==> config.mk <==
export PLATFORM = sky130hd
export DESIGN_NAME = mmio_unit_flat
export DESIGN_NICKNAME = d
export VERILOG_FILES = /design/src/rtl/mmio_unit_if.sv /design/src/rtl/mmio_unit.sv /design/src/flat_wrapper.sv
export SDC_FILE = /design/constraint.sdc
export NUM_CORES = 1
export LEC_CHECK = 0
export CAP_MARGIN = 10
export CORE_AREA = 4 4 114 116
export DETAILED_ROUTE_END_ITERATION = 12
export DIE_AREA = 0 0 118 120
export HOLD_SLACK_MARGIN = 0.02
export PLACE_DENSITY = 0.79
export SLEW_MARGIN = 20
export SYNTH_ARGS = -nofsm -noshare
export SYNTH_HDL_FRONTEND = slang
export SYNTH_SLANG_ARGS = --single-unit
==> constraint.sdc <==
create_clock -name clk -period 5.7 [get_ports clk]
set_input_delay 1.14 -clock clk [delete_from_list [all_inputs] [get_ports clk]]
set_output_delay 1.14 -clock clk [all_outputs]
set_load 0.02 [all_outputs]
==> src/rtl/mmio_unit_if.sv <==
// mmio_unit_if: MMIO access bus plus UART RX/TX handshakes and retire pulse for mmio_unit
interface mmio_unit_if;
    logic [2:0]  mmap_sel;
    logic        mem_en;
    logic        mem_we;
    logic [7:0]  wr_data;
    logic        inst_retired;
    logic [7:0]  uart_rx_data;
    logic        uart_rx_valid;
    logic        uart_rx_ready;
    logic [7:0]  uart_tx_data;
    logic        uart_tx_valid;
    logic        uart_tx_ready;
    logic [31:0] rd_data;
    modport slave (
        input  mmap_sel, mem_en, mem_we, wr_data, inst_retired, uart_rx_data, uart_rx_valid, uart_tx_ready,
        output uart_rx_ready, uart_tx_data, uart_tx_valid, rd_data
    );
    modport master (
        output mmap_sel, mem_en, mem_we, wr_data, inst_retired, uart_rx_data, uart_rx_valid, uart_tx_ready,
        input  uart_rx_ready, uart_tx_data, uart_tx_valid, rd_data
    );
endinterface

==> src/rtl/mmio_unit.sv <==
// mmio_unit: MMIO back end with UART RX FIFO, TX holding register and cycle/instruction counters.
// Defining MMIO_ERR_FLAGS_EN adds sticky tx_drop/rx_underflow flags in CTRL bits 2/3.
module mmio_unit #(
    parameter int RX_DEPTH = 4,
    parameter int CNT_W    = 32
) (
    input logic        clk,
    input logic        rst,
    mmio_unit_if.slave bus
);
    localparam int PW = $clog2(RX_DEPTH);
    localparam int CW = PW + 1;
    typedef enum logic {IDLE, BUSY} tx_state_t;
    tx_state_t        tx_state_q, tx_state_d;
    logic [7:0]       rx_mem_q [RX_DEPTH];
    logic [7:0]       rx_mem_d [RX_DEPTH];
    logic [PW-1:0]    wp_q, wp_d, rp_q, rp_d;
    logic [CW-1:0]    cnt_q, cnt_d;
    logic [7:0]       tx_data_q, tx_data_d;
    logic [CNT_W-1:0] cyc_q, cyc_d, inst_q, inst_d;
    logic [31:0]      rd_q, rd_d, ctrl;
    logic [1:0]       flags;
    logic             load, store, rx_full, rx_empty, push, rx_ld, pop, tx_st, cnt_clr;
    always_comb begin
        load       = bus.mem_en && !bus.mem_we;
        store      = bus.mem_en && bus.mem_we;
        rx_full    = cnt_q == CW'(RX_DEPTH);
        rx_empty   = cnt_q == '0;
        push       = bus.uart_rx_valid && !rx_full;
        rx_ld      = load && bus.mmap_sel == 3'd1;
        pop        = rx_ld && !rx_empty;
        tx_st      = store && bus.mmap_sel == 3'd2;
        cnt_clr    = store && bus.mmap_sel == 3'd5;
        rx_mem_d   = rx_mem_q;
        if (push) rx_mem_d[wp_q] = bus.uart_rx_data;
        wp_d       = wp_q + PW'(push);
        rp_d       = rp_q + PW'(pop);
        cnt_d      = cnt_q + CW'(push) - CW'(pop);
        tx_state_d = tx_state_q == IDLE ? (tx_st ? BUSY : IDLE) : (bus.uart_tx_ready ? IDLE : BUSY);
        tx_data_d  = tx_st && tx_state_q == IDLE ? bus.wr_data : tx_data_q;
        cyc_d      = cnt_clr ? '0 : cyc_q + CNT_W'(1);
        inst_d     = cnt_clr ? '0 : inst_q + CNT_W'(bus.inst_retired);
        ctrl       = {28'b0, flags, !rx_empty, tx_state_q == IDLE};
        rd_d       = !load                ? '0 :
                     bus.mmap_sel == 3'd0 ? ctrl :
                     bus.mmap_sel == 3'd1 ? (pop ? {24'b0, rx_mem_q[rp_q]} : '0) :
                     bus.mmap_sel == 3'd3 ? 32'(cyc_q) :
                     bus.mmap_sel == 3'd4 ? 32'(inst_q) : '0;
    end
    always_ff @(posedge clk or posedge rst) begin
        if (rst) begin
            rx_mem_q   <= '{default: '0};
            wp_q       <= '0;
            rp_q       <= '0;
            cnt_q      <= '0;
            tx_state_q <= IDLE;
            tx_data_q  <= '0;
            cyc_q      <= '0;
            inst_q     <= '0;
            rd_q       <= '0;
        end else begin
            rx_mem_q   <= rx_mem_d;
            wp_q       <= wp_d;
            rp_q       <= rp_d;
            cnt_q      <= cnt_d;
            tx_state_q <= tx_state_d;
            tx_data_q  <= tx_data_d;
            cyc_q      <= cyc_d;
            inst_q     <= inst_d;
            rd_q       <= rd_d;
        end
    end
`ifdef MMIO_ERR_FLAGS_EN
    logic [1:0] flags_q, flags_d;
    // {rx_underflow, tx_drop}: a CTRL load clears, but a same-cycle set event wins
    always_comb flags_d = {rx_ld && rx_empty, tx_st && tx_state_q == BUSY} |
                          (load && bus.mmap_sel == 3'd0 ? 2'b00 : flags_q);
    always_ff @(posedge clk or posedge rst) begin
        if (rst) flags_q <= '0;
        else flags_q <= flags_d;
    end
    assign flags = flags_q;
`else
    assign flags = 2'b00;
`endif
    assign bus.uart_rx_ready = !rx_full;
    assign bus.uart_tx_valid = tx_state_q == BUSY;
    assign bus.uart_tx_data  = tx_data_q;
    assign bus.rd_data       = rd_q;
endmodule

==> src/flat_wrapper.sv <==
// flat-port wrapper written by rule: the top's interface ports become plain ports
module mmio_unit_flat 
#(
    parameter int RX_DEPTH = 4,
    parameter int CNT_W    = 32
)
  (clk, rst, bus_mmap_sel, bus_mem_en, bus_mem_we, bus_wr_data, bus_inst_retired, bus_uart_rx_data, bus_uart_rx_valid, bus_uart_tx_ready, bus_uart_rx_ready, bus_uart_tx_data, bus_uart_tx_valid, bus_rd_data);
  mmio_unit_if bus_i ();
  input logic clk;
  input logic rst;
  input wire logic [$bits(bus_i.mmap_sel)-1:0] bus_mmap_sel;
  input wire logic [$bits(bus_i.mem_en)-1:0] bus_mem_en;
  input wire logic [$bits(bus_i.mem_we)-1:0] bus_mem_we;
  input wire logic [$bits(bus_i.wr_data)-1:0] bus_wr_data;
  input wire logic [$bits(bus_i.inst_retired)-1:0] bus_inst_retired;
  input wire logic [$bits(bus_i.uart_rx_data)-1:0] bus_uart_rx_data;
  input wire logic [$bits(bus_i.uart_rx_valid)-1:0] bus_uart_rx_valid;
  input wire logic [$bits(bus_i.uart_tx_ready)-1:0] bus_uart_tx_ready;
  output wire logic [$bits(bus_i.uart_rx_ready)-1:0] bus_uart_rx_ready;
  output wire logic [$bits(bus_i.uart_tx_data)-1:0] bus_uart_tx_data;
  output wire logic [$bits(bus_i.uart_tx_valid)-1:0] bus_uart_tx_valid;
  output wire logic [$bits(bus_i.rd_data)-1:0] bus_rd_data;
  assign bus_i.mmap_sel = bus_mmap_sel;
  assign bus_i.mem_en = bus_mem_en;
  assign bus_i.mem_we = bus_mem_we;
  assign bus_i.wr_data = bus_wr_data;
  assign bus_i.inst_retired = bus_inst_retired;
  assign bus_i.uart_rx_data = bus_uart_rx_data;
  assign bus_i.uart_rx_valid = bus_uart_rx_valid;
  assign bus_i.uart_tx_ready = bus_uart_tx_ready;
  assign bus_uart_rx_ready = bus_i.uart_rx_ready;
  assign bus_uart_tx_data = bus_i.uart_tx_data;
  assign bus_uart_tx_valid = bus_i.uart_tx_valid;
  assign bus_rd_data = bus_i.rd_data;
  mmio_unit #(.RX_DEPTH(RX_DEPTH), .CNT_W(CNT_W)) u_core (.clk(clk), .rst(rst), .bus(bus_i));
endmodule
* Yosys cells after proc, flatten, opt, wreduce, memory -nomap -nowiden
Index checks and enable logic that the tools add are counted.
Storage, ports and cells: register bits 144, input bits 26, output and inout bits 42, logic and storage cells 61
Cells by class: $add $sub $neg 6, order comparisons 3, equality and inequality tests 6, multiplexer cells 17, bitwise gates (word level) 3, reduce and logical (&&, ||, !) cells 14
Operators with widths (count):
- $mux 32 | 7
- $add 32x1->32 | 1
- $add 32x1->32 const B | 1
- $bwmux 32 | 1
- $mux 8 | 4
- $bmux 8 s2 | 1
- $demux 8 s2 | 1
- $eq 3x3->1 const B | 3
- $logic_and 1x1->1 | 9
- $eq 3x2->1 const B | 2
- $ge 3x3->1 const B | 2
- $logic_not 3->1 | 2
- $not 2->3 | 2
- $add 2x1->2 | 2
- $add 3x1->3 | 1
- $eq 3x1->1 const B | 1
- $logic_not 1->1 | 3
- $lt 3x1->1 const B | 1
- $mux 1 | 3
- $sub 3x1->3 | 1
- $not 1->1 | 1

* Logic depth before layout (Yosys ltp)
Gate-level depths: netlist of the first run.
depth after elaboration 8, mapped depth 8, mapped depth without buffers 8

* Worst setup path after synthesis of the first run
No wires, ideal clock.
path kind input to register, from input bus_mem_we, to register u_core.cnt_q[2], library setup time 0.123 ns, arrival 2.823 ns, required time 5.577 ns, slack 2.754 ns, cell stages on the path 7, path buffers 0, cell sequence nand2b_1 > nor3_1 > nand3_1 > or2_2 > fa_1 > xor2_1 > xnor2_1
Between the ends: cells in the longest elaborated chain, start to end 5
RTL lines:
- start: declaration | RTL line flat_wrapper.sv:13 | input wire logic [$bits(bus_i.mem_we)-1:0] bus_mem_we;
- $logic_not 1->1 | RTL line mmio_unit.sv:25 | load = bus.mem_en && !bus.mem_we;
- $logic_and 1x1->1 | RTL line mmio_unit.sv:25
- $logic_and 1x1->1 | RTL line mmio_unit.sv:30 | rx_ld = load && bus.mmap_sel == 3'd1;
- $logic_and 1x1->1 | RTL line mmio_unit.sv:31 | pop = rx_ld && !rx_empty;
- $sub 3x1->3 | RTL line mmio_unit.sv:38 | cnt_d = cnt_q + CW'(push) - CW'(pop);
- net u_core.cnt_d[2] | RTL line mmio_unit.sv:18 | logic [CW-1:0] cnt_q, cnt_d;
- end signal: assignment | RTL line mmio_unit.sv:65 | cnt_q <= cnt_d;
- end: declaration | RTL line mmio_unit.sv:18
The timed path passes the listed nets, and every way through them passes these cells. A chain may end at the register's enable or synchronous reset.

* Final worst setup path of the first run
Ends and elaborated chain as after synthesis.

==> flow_summary.json, run 1 <==
{
  "route.top_layer_used": "met4",
  "fin_area_um2": 8103,
  "synthCells": 607,
  "viasPerCell": 6.344,
  "antenna_cells": 0,
  "post_cts_resized": 0,
  "crit_type": "input pin to register",
  "hpwl_mm": 10.46,
  "grt_max_degree": 113,
  "place_congestion": 0.8318,
  "synthDistinctLibCells": 46,
  "syn_to_final_growth_pct": 20.55,
  "core-area_um2": 11910,
  "worst-path-max-fanout": 9,
  "grt_pass1_vias": 5245,
  "drt_iter0_markers": 558,
  "vias": 5215,
  "ys_warn_count": 0,
  "cp_slowest_cell": "clkdlybuf4s50_1",
  "synth_area_leaders": "dfrtp_1 54%, mux2_2 6.7%, a22oi_1 3.4%",
  "cts-root-buf": "clkbuf_16",
  "yosysSeqAreaShare_pct": 53.61,
  "wl_mm": 15.58,
  "critPathMaxStageDelay_ps": 420,
  "power_leakage_uw": 0.003324,
  "finalHoldViolations": 0,
  "setup_viol": 0,
  "dp_slack_ps": 2046,
  "multi_input_area_um2": 2923,
  "max_cap_violations": 0,
  "ctsHoldBuffers": 0,
  "min_path_type": "register to register",
  "cts.reportedPaths.clkPinSlew_ps": 50,
  "die_w_um": 118,
  "cts.sinks": 144,
  "port_buffers": 67,
  "tightest_slew_ps": 966.4,
  "tns_ps": 0,
  "period_minus_slack_ps": 3298,
  "io_pins": 68,
  "slew_headroom_pct": 35.57,
  "synth_area_um2": 6721,
  "drive_gt1_share_pct": 13.48,
  "wl_met1_mm": 6.288,
  "path_cells": "clkdlybuf4s50_1, nand2b_1, nor3_1, nand3_1, or2_2, fa_1, xor2_1, xnor2_1",
  "numCtsBuffers": 17,
  "wl_per_cell_um": 18.95,
  "synth_top_area_share_pct": 53.61,
  "power_density_nw_per_um2": 412.9,
  "ctsHtreeMaxLevel": 4,
  "max_freq_mhz": 303.2,
  "met2_length_mm": 8.064,
  "clk_latency_ps": 420,
  "finalClockSkew_ps": 5.883,
  "fin_crit_sh_pct": 57.86,
  "outcome": "complete, no violations",
  "antenna_found_initial": 0,
  "row_count": 40,
  "setup_slack_ps": 2402,
  "fillers": 910,
  "crit_path_end_kind": "register",
  "nets": 694,
  "placed_area_um2": 7472,
  "cp.required_ps": 6000,
  "grt_pass1_wl_mm": 25.61,
  "clockBufferDepth": 2,
  "grt_overflow": 0,
  "ant_nets": 0,
  "dr.pass1.iters": 5,
  "synth_nets": 639,
  "drc": 0,
  "ys_seq_elements": 144,
  "rsz0062_at_grt": "no",
  "start_kind": "input pin",
  "ff_latch_area_um2": 3603,
  "route.met3.wl_um": 859,
  "synth.largest_area_cell": "dfrtp_1",
  "track_usage_pct": 22.64,
  "vdd_ir_drop_max_v": 0.0003542,
  "cp.arrival_ps": 3600,
  "initial_core_util_pct": 56.43,
  "fp.dieArea_um2": 14160,
  "die_h_um": 120,
  "avgSynthCellArea_um2": 11.07,
  "tritoncts": "built",
  "post_cts_buffers": 0,
  "slew_violations": 0
}
[where the power goes]
| part | total [uW] | switching (uW) | internal, uW | leakage (uW) |
|---|---|---|---|---|
| Combinational | 666 | 286 | 380 | 0.00114 |
| Sequential | 1500 | 247 | 1260 | 0.00188 |
| Clock | 1170 | 412 | 762 | 0.000309 |
| Total | 3350 | 946 | 2400 | 0.00332 |
[per-stage QoR]
stage                     total power (uW)  util (%)  instances  hold slack [ps]
after global routing                  3512     68.03        822            514.9
final                                 3346     68.03        822            498.4
after CTS                             3365     68.03        822            506.0
after detailed placement              2182     62.73        790            484.7
after floorplan                       1950         -        607            454.0
after global placement                2119     62.72        790            478.0
[cell families (layout without fill, tap and decap cells)]
logic type	after synthesis	count (layout)	share of synthesized area, %
mux	53	53	10.13
xor+xnor	30	30	3.909
simple gates	221	221	18.13
fa+ha+maj	6	6	1.229
buf+inv	51	119	2.997
compound gates	102	102	9.997
flops	144	144	53.61
[synthesized netlist by cell type (all sizes together)]
library cell and count:
nand2 26, or3 7, nand3b 3, clkinv 1, o22ai 6, nor4 3
inv 16, and4 8, o31ai 24, mux2i 5, or2 3, a22oi 30
mux4 8, fa 1, nand3 29, a221oi 1, a211oi 1, nand2b 6
o211a 1, nor3 7, mux2 40, dfrtp 144, or4 24, and4b 2
nand4b 1, o311ai 1, nand4 26, clkbuf 27, o21ai 6, a2bb2oi 1
xor2 19, nor3b 2, xnor2 11, or3b 1, and2 9, buf 7
ha 5, a21oi 31, nor2 55, and3 9
[layout make-up]
class | count | area share (%)
inverter | 17 | 0.8493
timing repair buffer | 70 | 8.555
clock inverter | 11 | 1.977
tap | 147 | 2.270
clock buffer | 21 | 5.806
sequential | 144 | 44.47
multi-input combinational | 412 | 36.07
[layer usage]
layer  up-vias  GRT usage [%]
met5         -              0
met4         0          9.524
met3        31          5.514
met2       191          38.52
met1      2637          27.75
li1       2356              -
[worst max-delay path, delay by kind of cell]
family	cells	cell delay (ps)
buf+inv	1	420
fa+ha+maj	1	420
xor+xnor	2	290
simple gates	4	1320
[path summary, 6_finish.rpt]
| check | startpoint | endpoint | slack [ps] | depth (start not counted) |
|---|---|---|---|---|
| min | u_core.cnt_q[2] | u_core.cnt_q[2] | 500 | 1 |
| max reg2reg | u_core.cnt_q[2] | u_core.cnt_q[2] | 3320 | 7 |
| min in group asynchronous | rst | u_core.cyc_q[24] | 1330 | 2 |
| min reg2reg | u_core.cnt_q[2] | u_core.cnt_q[2] | 500 | 1 |
| max | bus_mem_we | u_core.cnt_q[2] | 2400 | 8 |
| max in group asynchronous | rst | u_core.inst_q[20] | 3360 | 3 |
[sequential cells by signal, indices dropped and copies added (netlist names)]
register and cells:
u_core.wp_q 2, u_core.cyc_q 32, u_core.inst_q 32, u_core.bus.uart_tx_valid 1, u_core.bus.uart_tx_data 8, u_core.rx_mem_q 32, u_core.bus.rd_data 32, u_core.cnt_q 3
u_core.rp_q 2
[layout by cell type (no fill, tap or decap), drive strengths merged, types with 2 or more instances in the layout]
| cell | n |
|---|---|
| mux4 | 8 |
| and2 | 9 |
| nor4 | 3 |
| buf | 3 |
| nor2 | 55 |
| nand3b | 3 |
| xnor2 | 11 |
| nand2 | 26 |
| or3 | 7 |
| and4 | 8 |
| or4 | 24 |
| bufinv | 4 |
| nand2b | 6 |
| clkbuf | 21 |
| mux2 | 40 |
| nor3b | 2 |
| clkinv | 6 |
| and4b | 2 |
| and3 | 9 |
| o21ai | 6 |
| clkdlybuf4s50 | 67 |
| xor2 | 19 |
| inv | 16 |
| ha | 5 |
| nand3 | 29 |
| mux2i | 5 |
| dfrtp | 144 |
| nand4 | 26 |
| a22oi | 30 |
| o22ai | 6 |
| clkinvlp | 2 |
| a21oi | 31 |
| or2 | 3 |
| nor3 | 7 |
| o31ai | 24 |
Note: power is estimated with default switching activity, not from simulation.
==> run 2, diff against run 1 <==
--- a/config.mk
+++ b/config.mk
@@ -6,11 +6,11 @@
 export NUM_CORES = 1
 export LEC_CHECK = 0
 export CAP_MARGIN = 10
-export CORE_AREA = 4 4 114 116
+export CORE_AREA = 4 4 120 122
 export DETAILED_ROUTE_END_ITERATION = 12
-export DIE_AREA = 0 0 118 120
+export DIE_AREA = 0 0 124 126
 export HOLD_SLACK_MARGIN = 0.02
-export PLACE_DENSITY = 0.79
+export PLACE_DENSITY = 0.75
 export SLEW_MARGIN = 20
 export SYNTH_ARGS = -nofsm -noshare
 export SYNTH_HDL_FRONTEND = slang
==> constraint.sdc (replaced) <==
create_clock -name clk -period 2.7 [get_ports clk]
set_input_delay 0.54 -clock clk [delete_from_list [all_inputs] [get_ports clk]]
set_output_delay 0.54 -clock clk [all_outputs]
set_load 0.02 [all_outputs]
==> run 2 against run 1 <==
Highest routed layer unchanged; total power rose by 110%; non-clock buffer count rose by 22; routed wire length rose by 3.5%; first-iteration DRC count fell by 11%; combinational power rose by 120%.
==> flow_summary.json, run 2 (same netlist as run 1, synthesis figures left out) <==
{
  "grt_pass1_vias": 5347,
  "clk_latency_ps": 420,
  "period_minus_slack_ps": 2470,
  "power_density_nw_per_um2": 836.2,
  "power.internal_uw": 4920,
  "wl_per_cell_um": 18.47,
  "start_kind": "register",
  "hpwl_mm": 11.16,
  "numCtsBuffers": 17,
  "cts.reportedPaths.clkPinSlew_ps": 60,
  "fin_crit_sh_pct": 91.50,
  "p_sw_uw": 2025,
  "viasPerCell": 6.037,
  "cp.required_ps": 2160,
  "fin_area_um2": 8305,
  "tritoncts": "built",
  "cp.arrival_ps": 1930,
  "wl_mm": 16.12,
  "final_common_cell": "dfrtp_1",
  "outcome": "complete, no violations",
  "io_pins": 68,
  "die_h_um": 126,
  "placed_area_um2": 7721,
  "setup_viol": 0,
  "fp.dieArea_um2": 15620,
  "min_path_type": "register to register",
  "vdd_ir_drop_max_v": 0.0005908,
  "grt_max_degree": 56,
  "grt_overflow": 0,
  "nets": 716,
  "final_cell_mix": "144 x dfrtp_1, 67 x clkdlybuf4s50_1, 55 x nor2_1",
  "max_freq_mhz": 404.8,
  "antenna_found_initial": 0,
  "slew_headroom_pct": 63.59,
  "path_cells": "or3b_2, clkdlybuf4s50_1",
  "tightest_slew_ps": 545.0,
  "clockBufferDepth": 2,
  "combPwrFrac_pct": 21.4,
  "place_congestion": 0.8706,
  "crit_path_end_kind": "output pin",
  "switching_share_pct": 29.16,
  "max_cap_violations": 0,
  "pwr-share-clk_pct": 33.3,
  "syn_to_final_growth_pct": 23.57,
  "port_buffers": 67,
  "dr.pass1.iters": 5,
  "initial_core_util_pct": 50.96,
  "critPathMaxStageDelay_ps": 560,
  "ctsHtreeMaxLevel": 4,
  "cts-root-buf": "clkbuf_16",
  "ant_nets": 0,
  "worst-path-max-fanout": 4,
  "power_leakage_uw": 0.003412,
  "ctsHoldBuffers": 0,
  "drc": 0,
  "die_w_um": 124,
  "drt_iter0_markers": 499,
  "cp_slowest_cell": "clkdlybuf4s50_1",
  "row_count": 42,
  "post_cts_buffers": 0,
  "cts.sinks": 144,
  "fin_util_pct": 62.97,
  "fillers": 1052,
  "antenna_cells": 0,
  "core-area_um2": 13190,
  "track_usage_pct": 21.88,
  "pwr-share-seq_pct": 45.3,
  "crit_type": "register to output pin",
  "drive_gt1_share_pct": 15.93,
  "finalHoldViolations": 0,
  "vias": 5270,
  "grt_pass1_wl_mm": 26.87,
  "finalClockSkew_ps": 6.548,
  "rsz0062_at_grt": "no",
  "post_cts_resized": 0,
  "slew_violations": 0
}
## run 2: cell count changes in the layout (fill, tap and decap cells not counted), sizes merged
cell,before,now
buf,3,25
clkinv,6,5
clkbuf,21,22
bufinv,4,2
inv,16,15
clkinvlp,2,5
## run 2: power groups by stage
stage / Sequential [uW] / Clock [uW] / Combinational (uW)
floorplan: 3000 / 0 / 1120
global placement: 3110 / 0 / 1430
detailed placement: 3170 / 0 / 1500
CTS: 3130 / 2330 / 1510
global route: 3200 / 2450 / 1630
finish: 3140 / 2310 / 1490
## run 2: through the flow
step	setup slack [ps]	std cells	setup TNS, ps	hold WS, ps	total power [uW]
detailed placement	-61.88	841	-61.88	489.5	4664
floorplan	354.0	607	0	454.0	4118
global placement	32.39	841	0	475.7	4545
CTS	190.8	873	0	503.2	6974
finish	229.6	873	0	500.2	6945
global route	163.5	873	0	515.0	7284
## run 2: final cells by class
cell class	count	area [um^2]	share of cell area, %
Clock buffer	22	474.2	5.710
Clock inverter	10	110.1	1.326
Inverter	17	67.56	0.8135
Multi-Input combinational cell	412	2922	35.18
Sequential cell	144	3603	43.39
Tap cell	176	220.2	2.651
Timing Repair Buffer	92	908.4	10.94
## run 2: path summary, 6_finish.rpt
path                                      from                          to  slack [ps]  cells past startpoint
setup / recovery               u_core.cnt_q[0]           bus_uart_rx_ready         230                      2
hold / removal             u_core.rx_mem_q[13]         u_core.rx_mem_q[13]         500                      1
setup reg to reg               u_core.cnt_q[0]             u_core.cnt_q[2]         430                      6
hold reg to reg            u_core.rx_mem_q[13]         u_core.rx_mem_q[13]         500                      1
max in group asynchronous                  rst  u_core.bus.uart_tx_data[0]        1530                      3
min in group asynchronous                  rst              u_core.wp_q[1]         530                      2
## run 2: critical path: cells and delay by family, from the launching register on
kind                   cells  cell delay, ps
buffers and inverters      1             560
flip-flops                 1             410
AND/OR/NAND/NOR            1             530
## run 2: metal layers
metal	wire [um]	global-route usage [%]	share of wire [%]	vias to the layer above
li1	-	-	-	2394
met1	6598	28.38	41	2648
met2	8441	35.83	52	197
met3	751	4.664	4.7	31
met4	331	8.634	2.1	0
met5	0	0	0	-
==> run 3, diff against run 2 <==
--- a/config.mk
+++ b/config.mk
@@ -11,6 +11,7 @@
 export DIE_AREA = 0 0 124 126
 export HOLD_SLACK_MARGIN = 0.02
 export PLACE_DENSITY = 0.75
+export SKIP_LAST_GASP = 1
 export SLEW_MARGIN = 20
 export SYNTH_ARGS = -nofsm -noshare
 export SYNTH_HDL_FRONTEND = slang
==> results of run 3 <==
No change in the layout: final DEF, timing and power equal those of run 2.
